===== src/rtl/ift_pkg.sv =====
// Shared types and helpers for the IF-T fetch-response queue.
// Entry structs are sized for the widest supported configuration (PC_W <= 64, FETCH_W <= 8).
package ift_pkg;

  localparam int unsigned EXCODE_W   = 6;
  localparam int unsigned PC_MAX_W   = 64;
  localparam int unsigned FETCH_MAX  = 8;
  localparam int unsigned INST_MAX_W = 32 * FETCH_MAX;

  typedef struct packed {
    logic [PC_MAX_W-1:0] pc;
    logic                req;
    logic [EXCODE_W-1:0] excode;
  } pend_entry_t;

  typedef struct packed {
    logic [PC_MAX_W-1:0]   pc;
    logic [INST_MAX_W-1:0] inst;
    logic [FETCH_MAX-1:0]  mask;
    logic [EXCODE_W-1:0]   excode;
  } q_entry_t;

  // Lane k is valid iff k >= starting lane (pc[4:2] reduced to the group size) and k < fetch_w.
  function automatic logic [FETCH_MAX-1:0] mask_gen(input logic [2:0] pc_lane,
                                                    input int unsigned fetch_w);
    logic [FETCH_MAX-1:0] m;
    int unsigned          lane;
    lane = 32'(pc_lane) & (fetch_w - 1);
    m    = '0;
    for (int unsigned k = 0; k < FETCH_MAX; k++) begin
      m[k] = (k < fetch_w) && (k >= lane);
    end
    return m;
  endfunction

endpackage


===== src/rtl/ift_sync_fifo.sv =====
// Width/depth-parametrised synchronous FIFO with synchronous clear.
// Clear has priority; push on a full FIFO is accepted only alongside a pop.
module ift_sync_fifo #(
  parameter int unsigned WIDTH = 8,
  parameter int unsigned DEPTH = 4
) (
  input  logic                       clk,
  input  logic                       rst,
  input  logic                       clear,
  input  logic                       push,
  input  logic [WIDTH-1:0]           push_data,
  input  logic                       pop,
  output logic [WIDTH-1:0]           head,
  output logic                       empty,
  output logic                       full,
  output logic [$clog2(DEPTH+1)-1:0] count
);

  localparam int unsigned PTR_W = (DEPTH > 1) ? $clog2(DEPTH) : 1;
  localparam int unsigned CNT_W = $clog2(DEPTH + 1);

  logic [WIDTH-1:0] mem [DEPTH];
  logic [PTR_W-1:0] wr_ptr;
  logic [PTR_W-1:0] rd_ptr;
  logic             do_push;
  logic             do_pop;

  function automatic logic [PTR_W-1:0] ptr_inc(input logic [PTR_W-1:0] p);
    return (p == PTR_W'(DEPTH - 1)) ? '0 : p + PTR_W'(1);
  endfunction

  assign empty   = (count == '0);
  assign full    = (count == CNT_W'(DEPTH));
  assign do_pop  = pop && !empty;
  assign do_push = push && (!full || do_pop);
  assign head    = mem[rd_ptr];

  always_ff @(posedge clk or posedge rst) begin
    if (rst) begin
      wr_ptr <= '0;
      rd_ptr <= '0;
      count  <= '0;
      for (int i = 0; i < int'(DEPTH); i++) mem[i] <= '0;
    end else if (clear) begin
      wr_ptr <= '0;
      rd_ptr <= '0;
      count  <= '0;
    end else begin
      if (do_push) begin
        mem[wr_ptr] <= push_data;
        wr_ptr      <= ptr_inc(wr_ptr);
      end
      if (do_pop) rd_ptr <= ptr_inc(rd_ptr);
      case ({do_push, do_pop})
        2'b10:   count <= count + CNT_W'(1);
        2'b01:   count <= count - CNT_W'(1);
        default: count <= count;
      endcase
    end
  end

endmodule


===== src/rtl/ift_resp_queue.sv =====
// IF-T fetch-response stage: in-order fetch tracking, flush cancel counting, credit-throttled output queue.
// Define IFT_RESP_CHECK_EN to build the sticky protocol checker driving error_o.
module ift_resp_queue
  import ift_pkg::*;
#(
  parameter int unsigned FETCH_W = 2,
  parameter int unsigned MAX_OUT = 2,
  parameter int unsigned QDEPTH  = 4,
  parameter int unsigned PC_W    = 32
) (
  input  logic                         clk,
  input  logic                         rst,
  input  logic                         flush_i,
  input  logic                         fetch_fire_i,
  input  logic                         fetch_req_i,
  input  logic [PC_W-1:0]              fetch_pc_i,
  input  logic [EXCODE_W-1:0]          fetch_excode_i,
  output logic                         fetch_allow_o,
  input  logic                         icache_data_ok_i,
  input  logic [32*FETCH_W-1:0]        icache_rdata_i,
  output logic                         out_valid_o,
  input  logic                         out_ready_i,
  output logic [PC_W-1:0]              out_pc_o,
  output logic [32*FETCH_W-1:0]        out_inst_o,
  output logic [FETCH_W-1:0]           out_mask_o,
  output logic [EXCODE_W-1:0]          out_excode_o,
  output logic [$clog2(MAX_OUT+1)-1:0] pend_cnt_o,
  output logic                         error_o
);

  localparam int unsigned CC_W  = $clog2(MAX_OUT + 1);
  localparam int unsigned QC_W  = $clog2(QDEPTH + 1);
  localparam int unsigned SUM_W = CC_W + 2;

  pend_entry_t     pend_in;
  pend_entry_t     pend_head;
  logic            pend_push;
  logic            pend_pop;
  logic            pend_empty;
  logic            pend_full;
  logic [CC_W-1:0] pend_count;
  logic [CC_W-1:0] pend_req_cnt;

  q_entry_t        q_in;
  q_entry_t        q_head;
  logic            q_push;
  logic            q_pop;
  logic            q_empty;
  logic            q_full;
  logic [QC_W-1:0] q_count;

  logic [CC_W-1:0]  cc;
  logic [CC_W-1:0]  cc_next;
  logic [SUM_W-1:0] cc_sum;
  logic [SUM_W-1:0] cc_flush;
  logic             cc_ovf;
  logic             cc_zero;
  logic             head_req;
  logic             head_exc;
  logic             data_take;
  logic             exc_pop;
  logic             exc_bypass;

  ift_sync_fifo #(.WIDTH($bits(pend_entry_t)), .DEPTH(MAX_OUT)) u_pend (
    .clk       (clk),
    .rst       (rst),
    .clear     (flush_i),
    .push      (pend_push),
    .push_data (pend_in),
    .pop       (pend_pop),
    .head      (pend_head),
    .empty     (pend_empty),
    .full      (pend_full),
    .count     (pend_count)
  );

  ift_sync_fifo #(.WIDTH($bits(q_entry_t)), .DEPTH(QDEPTH)) u_queue (
    .clk       (clk),
    .rst       (rst),
    .clear     (flush_i),
    .push      (q_push),
    .push_data (q_in),
    .pop       (q_pop),
    .head      (q_head),
    .empty     (q_empty),
    .full      (q_full),
    .count     (q_count)
  );

  // Response matching; an exception-only fire with nothing ahead of it goes straight to the queue.
  always_comb begin
    cc_zero    = (cc == '0);
    head_req   = !pend_empty && pend_head.req;
    head_exc   = !pend_empty && !pend_head.req;
    data_take  = icache_data_ok_i && cc_zero && head_req;
    exc_pop    = cc_zero && head_exc;
    exc_bypass = fetch_fire_i && !fetch_req_i && pend_empty && cc_zero;

    pend_push      = fetch_fire_i && !exc_bypass;
    pend_pop       = data_take || exc_pop;
    pend_in.pc     = PC_MAX_W'(fetch_pc_i);
    pend_in.req    = fetch_req_i;
    pend_in.excode = fetch_excode_i;

    q_push      = data_take || exc_pop || exc_bypass;
    q_in.pc     = exc_bypass ? PC_MAX_W'(fetch_pc_i) : pend_head.pc;
    q_in.excode = exc_bypass ? fetch_excode_i : pend_head.excode;
    q_in.inst   = data_take ? INST_MAX_W'(icache_rdata_i) : '0;
    q_in.mask   = mask_gen(q_in.pc[4:2], FETCH_W);
  end

  // Flush converts every live request (plus a coincident one) into a response still to be dropped.
  always_comb begin
    cc_sum   = SUM_W'(cc) + SUM_W'(pend_req_cnt) + SUM_W'(fetch_fire_i && fetch_req_i);
    cc_flush = cc_sum - SUM_W'(icache_data_ok_i && (cc_sum != '0));
    cc_ovf   = (cc_flush > SUM_W'(MAX_OUT));
    cc_next  = cc;
    if (flush_i) begin
      cc_next = cc_ovf ? CC_W'(MAX_OUT) : CC_W'(cc_flush);
    end else if (icache_data_ok_i && !cc_zero) begin
      cc_next = cc - CC_W'(1);
    end
  end

  always_ff @(posedge clk or posedge rst) begin
    if (rst) begin
      cc           <= '0;
      pend_req_cnt <= '0;
    end else begin
      cc <= cc_next;
      if (flush_i) pend_req_cnt <= '0;
      else pend_req_cnt <= pend_req_cnt + CC_W'(pend_push && fetch_req_i) - CC_W'(data_take);
    end
  end

  assign fetch_allow_o = !rst && !flush_i
                         && ((32'(pend_count) + 32'(cc)) < MAX_OUT)
                         && ((32'(pend_count) + 32'(q_count)) < QDEPTH);

  assign q_pop        = out_valid_o && out_ready_i;
  assign out_valid_o  = !q_empty;
  assign out_pc_o     = q_head.pc[PC_W-1:0];
  assign out_inst_o   = q_head.inst[32*FETCH_W-1:0];
  assign out_mask_o   = q_head.mask[FETCH_W-1:0];
  assign out_excode_o = q_head.excode;
  assign pend_cnt_o   = pend_count + cc;

`ifdef IFT_RESP_CHECK_EN
  logic err_event;

  assign err_event = (icache_data_ok_i && cc_zero && !head_req)
                     || (fetch_fire_i && !fetch_allow_o)
                     || (flush_i && cc_ovf)
                     || (q_push && q_full);

  always_ff @(posedge clk or posedge rst) begin
    if (rst) error_o <= 1'b0;
    else if (err_event) error_o <= 1'b1;
  end
`else
  assign error_o = 1'b0;
`endif

  logic unused_bits_c;
  assign unused_bits_c = ^{q_head, pend_full, q_full, cc_ovf};

endmodule


===== config.mk =====
export PLATFORM = sky130hd
export DESIGN_NAME = ift_resp_queue
export DESIGN_NICKNAME = d
export VERILOG_FILES = /design/src/rtl/ift_pkg.sv /design/src/rtl/ift_sync_fifo.sv /design/src/rtl/ift_resp_queue.sv
export SDC_FILE = /design/constraint.sdc
export NUM_CORES = 1
export LEC_CHECK = 0
export ABC_AREA = 1
export CAP_MARGIN = 5
export CELL_PAD_IN_SITES_DETAIL_PLACEMENT = 2
export CELL_PAD_IN_SITES_GLOBAL_PLACEMENT = 2
export CORE_MARGIN = 2
export CORE_UTILIZATION = 35
export DETAILED_ROUTE_END_ITERATION = 8
export PLACE_DENSITY = 0.81
export SLEW_MARGIN = 10
export SYNTH_ARGS = -nofsm -noshare
export SYNTH_HDL_FRONTEND = slang
export SYNTH_SLANG_ARGS = --single-unit

===== constraint.sdc =====
create_clock -name clk -period 19.5 [get_ports clk]
set_clock_uncertainty 0.05 [all_clocks]
set_input_delay 2.925 -clock clk [delete_from_list [all_inputs] [get_ports clk]]
set_output_delay 2.925 -clock clk [all_outputs]
set_load 0.01 [all_outputs]

==> run metrics <==
CTS Buf Count 58; routed vias 19.9k; Area contributors post-synth dfrtp_1, o21ai_0, nand2_1, nor2_1, o21ai_1; instance count on the critical path 5; reg2reg start u_pend.rd_ptr; Post-synth top flop dfrtp_1; nets 2868; placed cell areas 0.0251 mm2; asr flop ratio synth 100%; maxcap violations 0; pin count of the biggest net entering global routing 167; Tightest Pin Transition 1.06 ns; Mapped Area 0.0228 mm2; crit-path max cell delay 0.63 ns; die area 0.0671 mm2; clk root buf clkbuf_16; hpwl dp 46000 um; Commonest cells post-synth nand2_1, o21ai_0, dfrtp_1; Yosys top cell area share 56.0%; die width 259 um; area of the core 0.0643 mm2; syn_nets 2772; initial antenna violation count 3; FF-to-FF setup slack 15.23 ns; final instance area 0.0271 mm2; TritonCTS clock tree done; CP endpoint kind output pin; I/O pins 218; crit-path max FO 16; ordered list of cells on the worst path clkdlybuf4s50_1 > inv_1 > nand3_1 > a31oi_1 > clkdlybuf4s50_1; post-CTS resize count 0; Fmax achieved 128 MHz; cell mode on critical path clkdlybuf4s50_1; FF-to-FF path depth 11; share of cells above drive strength 1 4.77%; Bufs on Longest Clock Path 3; Hold Fails Final Rpt 0; Final min period 7.83 ns; Ys Warns 0; status finished clean; Seq/Total Area, Yosys 56.0%; Via-to-Cell Ratio 5.45; Die Height 259 um; Hold Buf Count CTS 0; Critical Path RT 16.52 ns; crit start category input pin; CTS clk-pin slew, worst paths 0.06 ns; DRC errors left 0; RSZ-0062 raised after global routing false; Yosys reg bits 509; DR pass1 iterations 5; VDD IR-drop max 0.0730 mV; Pins Over Slew Limit 0; fin crit share 40.2%; kind of critical path input pin to output pin; Slew headroom 29.1%; CTS H-Tree Depth 2; crit path to fetch_allow_o; worst hold path class flip-flop to flip-flop; vias in the first global route 22.9k; reg-to-reg critical path endpoint u_queue.mem[721]; Synth-to-Final Area Change 18.9%; Cell Pwr Density 138 mW/mm2; cell count after synthesis 2648; port buffer count 216; first-pass GRT wire length 128000 um; Mean Syn Cell Area 8.59 um2; worst endpoint data arrival time 4.86 ns; Slowest-stage cell, CP clkdlybuf4s50_1; Final setup viols 0; initial DRC count 1078; GRT overflow 0; gpl congestion 0.740; area leader, netlist dfrtp_1; worst hold slack 0.426 ns; post-synthesis cell type count 33; setup repair bufs after CTS 0; CP bufs+invs 3; Crit path max-delay family buffers and inverters; Setup crit start flush_i; Post-Route WL 78800 um; number of enable flip-flop cells after synthesis 0; Starting Density 35.4%; All-Layer GR Usage 23.8%; clock net sink count 509; static leakage 12.1 nW; row count 93; most common cell in the synthesized netlist nand2_1; Routed Antenna Nets 0; routed length per instance 21.6 um; Setup TNS 0 ns; Worst-Skew Late Latency 0.62 ns
-- stage by stage --
stage	worst slack, ns	cells	util [%]	total power [W]
detailed placement	11.64	3539	39.0	0.00263
global route	11.46	3644	42.0	0.00397
finish	11.67	3645	42.0	0.00373
global placement	11.62	3539	39.0	0.00254
floorplan	2.31	2648	-	0.00205
CTS	11.63	3642	42.0	0.00378
-- area by class of cell --
type | instances | area, um2
Fill cell | 7016 | 37300
Sequential cell | 509 | 12700
Multi-Input combinational cell | 1884 | 8730
Timing Repair Buffer | 238 | 2340
Clock buffer | 88 | 1760
Tap cell | 855 | 1070
Inverter | 53 | 213
Clock inverter | 15 | 188
Antenna cell | 3 | 7.51
-- state kept, by name (all words and copies together), names as in the netlist --
signal / cells
u_queue.rd_ptr: 2
pend_req_cnt: 2
u_pend.rd_ptr: 1
u_pend.wr_ptr: 1
u_queue.wr_ptr: 2
cc: 2
u_pend.mem: 78
u_pend.count: 2
u_queue.count: 3
u_queue.mem: 416
-- kinds of logic (layout without fill, tap and decap cells) --
| family | Yosys count | count (layout) | synth area share, % |
|---|---|---|---|
| fa+ha+maj | 15 | 15 | 0.957 |
| mux | 16 | 16 | 0.704 |
| xor+xnor | 3 | 3 | 0.115 |
| compound gates | 821 | 821 | 18.7 |
| buf+inv | 255 | 394 | 5.86 |
| simple gates | 1028 | 1028 | 17.7 |
| other cells | 1 | 4 | 0.0165 |
| flops | 509 | 509 | 56.0 |
-- worst register-to-register path: stages (launching register included) --
cell and delay (ns):
dfrtp_2 0.34, buf_4 0.54, inv_2 0.47, nand2_1 0.17, nand3_1 0.11, nand2_2 0.21
nand2_2 0.09, nand2_2 0.15, nor2_8 0.09, nand2_8 0.59, buf_4 0.97, o21ai_0 0.30
-- per-layer routing --
layer	vias to the layer above	global-route usage, %	wire length, um
met3	124	3.08	2560
li1	9046	-	-
met5	-	0	10
met4	2	7.27	2090
met1	10385	30.1	34600
met2	321	42.4	39600
-- worst min-delay path by stage --
stage	start	end	slack (ns)	depth (start not counted)
3_5_place_dp	u_pend.mem[1]	u_pend.mem[1]	0.42	2
6_report	u_pend.mem[38]	u_pend.mem[38]	0.43	2
4_1_cts	u_pend.mem[38]	u_pend.mem[38]	0.42	2
2_1_floorplan	u_queue.mem[675]	u_queue.mem[675]	0.37	2
3_3_place_gp	u_queue.mem[675]	u_queue.mem[675]	0.38	2
5_1_grt	u_pend.mem[9]	u_pend.mem[9]	0.45	2
-- power by group --
group          switching, W  total (W)  internal, W
combinational      0.000776    0.00124     0.000462
sequential         0.000132    0.00138      0.00124
clock              0.000451    0.00112     0.000670
total               0.00136    0.00373      0.00238
-- cells in the final DEF, fill, tap and decap left out, types with 2 or more instances in the layout --
cell type / synthesis / final
inv_6: 0 / 2
o21ai_1: 157 / 157
diode_2: 0 / 3
nand3_1: 75 / 75
clkdlybuf4s50_1: 0 / 216
a21oi_1: 24 / 24
dfrtp_4: 0 / 2
nand2_2: 3 / 5
o22ai_1: 103 / 103
clkinv_2: 0 / 8
nor2_1: 280 / 280
nand2_8: 0 / 4
nand4_1: 3 / 3
buf_4: 3 / 21
inv_1: 51 / 48
clkbuf_16: 0 / 61
o21ai_0: 534 / 534
dfrtp_1: 509 / 506
fa_1: 4 / 4
clkbuf_1: 129 / 14
bufinv_16: 0 / 4
clkinvlp_4: 0 / 2
mux2i_1: 16 / 16
clkbuf_8: 0 / 13
nand2_1: 656 / 654
ha_1: 11 / 11
inv_2: 2 / 2
xnor2_1: 2 / 2
No activity file was read; power rests on OpenSTA's default activity.
